==> src/rtl/cb_config_xbar_if.sv <==
// Track-side bundle of the connection block: scan port plus the four input and output buses.
// The block drives prog_out and out1..out4; the routing channel drives everything else.
interface cb_config_xbar_if;
  logic       prog_en;
  logic       prog_in;
  logic       prog_out;
  logic [3:0] in1;
  logic [3:0] in2;
  logic [3:0] in3;
  logic [3:0] in4;
  logic [3:0] out1;
  logic [3:0] out2;
  logic [3:0] out3;
  logic [3:0] out4;

  modport master (
    output prog_en, prog_in, in1, in2, in3, in4,
    input  prog_out, out1, out2, out3, out4
  );

  modport slave (
    input  prog_en, prog_in, in1, in2, in3, in4,
    output prog_out, out1, out2, out3, out4
  );
endinterface

==> src/rtl/cb_config_xbar.sv <==
// Serially programmed 16x16 connection block: each output bit picks any of 16 track bits,
// routed combinationally or through a per-port output register, under a 69-bit scan config.
module cb_config_xbar (
  input  logic              clb_clk,
  input  logic              rst,
  cb_config_xbar_if.slave   bus
);
  localparam int CFG_LEN = 69;

  logic [CFG_LEN-1:0] cfg_q, cfg_d;
  logic [15:0]        oreg_q;
  logic [15:0]        src;
  logic [15:0]        mux_d;
  logic [15:0]        out_d;
  logic               gate;

  assign src = {bus.in4, bus.in3, bus.in2, bus.in1};

  // New bits enter at the top so the first bit of a stream settles in cfg[0].
  always_comb begin
    cfg_d = cfg_q;
    if (bus.prog_en) cfg_d = {bus.prog_in, cfg_q[CFG_LEN-1:1]};
  end

  always_comb begin
    mux_d = '0;
    for (int k = 0; k < 16; k++) mux_d[k] = src[cfg_q[4*k +: 4]];
  end

  always_ff @(posedge clb_clk) begin
    if (rst) begin
      cfg_q  <= '0;
      oreg_q <= '0;
    end else begin
      cfg_q  <= cfg_d;
      oreg_q <= mux_d;
    end
  end

  // Tracks are held low while a config is being shifted or the block is disabled.
  assign gate = rst | bus.prog_en | ~cfg_q[68];

  always_comb begin
    out_d = '0;
    for (int k = 0; k < 16; k++) begin
      if (!gate) out_d[k] = cfg_q[64 + k/4] ? oreg_q[k] : mux_d[k];
    end
  end

  assign bus.out1     = out_d[3:0];
  assign bus.out2     = out_d[7:4];
  assign bus.out3     = out_d[11:8];
  assign bus.out4     = out_d[15:12];
  assign bus.prog_out = cfg_q[0];
endmodule

==> src/flat_wrapper.sv <==
// flat-port wrapper written by rule: the top's interface ports become plain ports
module cb_config_xbar_flat 
  (clb_clk, rst, bus_prog_en, bus_prog_in, bus_in1, bus_in2, bus_in3, bus_in4, bus_prog_out, bus_out1, bus_out2, bus_out3, bus_out4);
  cb_config_xbar_if bus_i ();
  input  logic clb_clk;
  input  logic rst;
  input wire logic [$bits(bus_i.prog_en)-1:0] bus_prog_en;
  input wire logic [$bits(bus_i.prog_in)-1:0] bus_prog_in;
  input wire logic [$bits(bus_i.in1)-1:0] bus_in1;
  input wire logic [$bits(bus_i.in2)-1:0] bus_in2;
  input wire logic [$bits(bus_i.in3)-1:0] bus_in3;
  input wire logic [$bits(bus_i.in4)-1:0] bus_in4;
  output wire logic [$bits(bus_i.prog_out)-1:0] bus_prog_out;
  output wire logic [$bits(bus_i.out1)-1:0] bus_out1;
  output wire logic [$bits(bus_i.out2)-1:0] bus_out2;
  output wire logic [$bits(bus_i.out3)-1:0] bus_out3;
  output wire logic [$bits(bus_i.out4)-1:0] bus_out4;
  assign bus_i.prog_en = bus_prog_en;
  assign bus_i.prog_in = bus_prog_in;
  assign bus_i.in1 = bus_in1;
  assign bus_i.in2 = bus_in2;
  assign bus_i.in3 = bus_in3;
  assign bus_i.in4 = bus_in4;
  assign bus_prog_out = bus_i.prog_out;
  assign bus_out1 = bus_i.out1;
  assign bus_out2 = bus_i.out2;
  assign bus_out3 = bus_i.out3;
  assign bus_out4 = bus_i.out4;
  cb_config_xbar u_core (.clb_clk(clb_clk), .rst(rst), .bus(bus_i));
endmodule
==> config.mk <==
export PLATFORM = sky130hd
export DESIGN_NAME = cb_config_xbar_flat
export DESIGN_NICKNAME = d
export VERILOG_FILES = /design/src/rtl/cb_config_xbar_if.sv /design/src/rtl/cb_config_xbar.sv /design/src/flat_wrapper.sv
export SDC_FILE = /design/constraint.sdc
export NUM_CORES = 1
export LEC_CHECK = 0
export BUFFER_PORTS_ARGS = -buffer_cell sky130_fd_sc_hd__buf_4
export CAP_MARGIN = 20
export CORE_ASPECT_RATIO = 0.5
export CORE_MARGIN = 2
export CORE_UTILIZATION = 61
export CTS_CLUSTER_DIAMETER = 40
export DETAILED_ROUTE_END_ITERATION = 7
export PLACE_DENSITY = 0.88
export SLEW_MARGIN = 20
export SYNTH_ARGS = -nofsm -noshare
export SYNTH_HDL_FRONTEND = slang
export SYNTH_SLANG_ARGS = --single-unit
==> constraint.sdc <==
create_clock -name clb_clk -period 1.95 [get_ports clb_clk]
set_input_delay 0.0975 -clock clb_clk [delete_from_list [all_inputs] [get_ports clb_clk]]
set_output_delay 0.0975 -clock clb_clk [all_outputs]
set_load 0.01 [all_outputs]
==> reports/metrics.yaml <==
crit_type: "reg -> out"
fin_crit_ns: 2.33
grt_pass1_vias: 3764
setup-tns-final_ns: -4.18
rsz0062_at_grt: "true"
path_clk_slew_ns: 0.06
synth_seq_cells: 85
firstDrtPassIters: 5
cts_tree: "done"
synth_cell_types: 12
grt_max_degree: 86
drive_gt1_frac: 0.387
switching_share: 0.230
worstPathMaxFanout: 5
worst_slack_ns: -0.383
place_hpwl_mm: 7.38
place_congestion: 0.782
max_cap_viol_count: 0
initial_core_util: 0.638
status: "finished with violations"
routed_wirelength_mm: 13.0
syn_nets: 427
seq_area_frac_synth: 0.329
combPwrFrac: 0.109
antenna_found_initial: 0
relSlewSlack: 0.423
violations: "setup timing"
overflow: 0
fin_skew_ns: 0.00502
p_leak_uw: 0.00215
portBuffers: 36
p_int_uw: 2990
drc: 0
postRouteAntennaNets: 0
insertedDiodeCount: 0
max-vdd-ir-drop_mv: 0.550
worst_pin_slew_ns: 0.865
fp.dieW_microns: 134
slew_viol_final: 0
min_path_type: "in -> reg"
vias: 3673
nets: 440
drt_iter0_drc: 469
grt_usage: 0.297
holdCritStartpoint: "bus_prog_in"
dieHeight_microns: 69.2
ios: 37
syn_inst: 407
num_rows: 23
setup_viol: 16
final_cell_mix: "mux2i_1, nor2_1, mux4_2"
clockBufferDepth: 2
clk_latency_ns: 0.34
syn_area_per_cell_sq_um: 12.7
finalPower_uw: 3880
dieArea_sq_um: 9290
numClockSinks: 85
fin_util: 0.707
grt_pass1_wl_mm: 20.6
startpoint: "u_core.cfg_q[22]"
synth_area_sq_um: 5180
post_drt_via_cell_ratio: 6.85
start_kind: "register"
critPathArrivalTime_ns: 2.24
required_ns: 1.85
cts_max_level: 3
area_growth_pct: 10.8
period_share: 1.20
seqPwrFrac: 0.450
reg2reg_from: "u_core.cfg_q[22]"
wl_per_cell_microns: 24.3
hold_viol_final: 0
endpoint_kind: "output pin"
coreArea_sq_um: 8120
whs_ns: 0.0131
p_sw_uw: 893
numCtsBuffers: 9
yosys_warnings: 0
cts_root_buf: "clkbuf_16"
clockPowerShare: 0.442
max_freq_ghz: 0.429
p_per_area_nw_per_um2: 676
## critical path, cell delays in order (launching register included)
cell	delay [ns]
dfxtp_4	0.37
buf_4	0.12
mux4_2	0.47
mux4_2	0.54
mux2i_1	0.17
nor2_1	0.06
buf_4	0.15
## state kept, by name, summed over array words and instances, names as in the netlist
register and flops:
u_core.cfg_q 69, u_core.oreg_q 16
## logic make-up (layout without fill, tap and decap cells)
group	Yosys count	in the layout	share of synthesized area
buffers and inverters	55	72	0.0606
flip-flops	85	85	0.329
multiplexers	165	165	0.528
AND/OR/NAND/NOR	102	102	0.0826
## routing by layer
layer  GRT usage  up-vias  share of wire
met5           0        -              0
li1            -     1545              -
met3      0.0824       28           0.12
met4       0.104        0          0.022
met2       0.468      268           0.49
met1       0.400     1832           0.37
## what timing repair did
action,4_1_cts,5_1_grt
hold buffers,0,0
gates resized for setup,54,1
endpoints found under the setup margin,16,17
pin swaps,4,10
setup buffers,4,2
## cells in the mapped netlist
cell / count / area, sq um
dfxtp_1: 85 / 1700
mux2i_1: 85 / 851
nor2_1: 85 / 319
mux4_2: 58 / 1310
mux4_1: 22 / 578
clkbuf_1: 17 / 63.8
nor2b_1: 16 / 100
buf_2: 14 / 70.1
buf_1: 8 / 30.0
buf_4: 8 / 60.1
buf_6: 8 / 90.1
or3b_2: 1 / 8.76
## area by class of cell
class,count,area (sq um)
multi-input combinational,267,3090
clock inverter,1,30.0
clock buffer,14,264
sequential,85,1760
tap,112,140
fill,520,2380
timing repair buffer,57,452
## per-stage QoR
step                setup WS, ns  instance area [sq um]  cells
finish                    -0.383                   5740    536
global route              -0.431                   5740    536
global placement         -0.0123                   5400    515
CTS                       -0.384                   5720    534
floorplan                  0.223                   5180    407
detailed placement       -0.0913                   5400    515
## path summary, 6_finish.rpt
path | depth (start not counted) | to | slack, ns
worst min-delay path | 3 | u_core.cfg_q[68] | 0.01
worst max register to register | 5 | u_core.oreg_q[5] | 0.02
worst min register to register | 2 | u_core.cfg_q[68] | 0.54
worst max-delay path | 6 | bus_out2[1] | -0.38
## power by group through the flow
stage	Combinational [uW]	Clock [uW]	Sequential, uW
2_1_floorplan	277	0	1800
3_3_place_gp	384	0	1800
3_5_place_dp	396	0	1800
4_1_cts	408	1720	1740
5_1_grt	437	1790	1740
6_report	421	1710	1740
No activity file was read; power rests on OpenSTA's default activity.
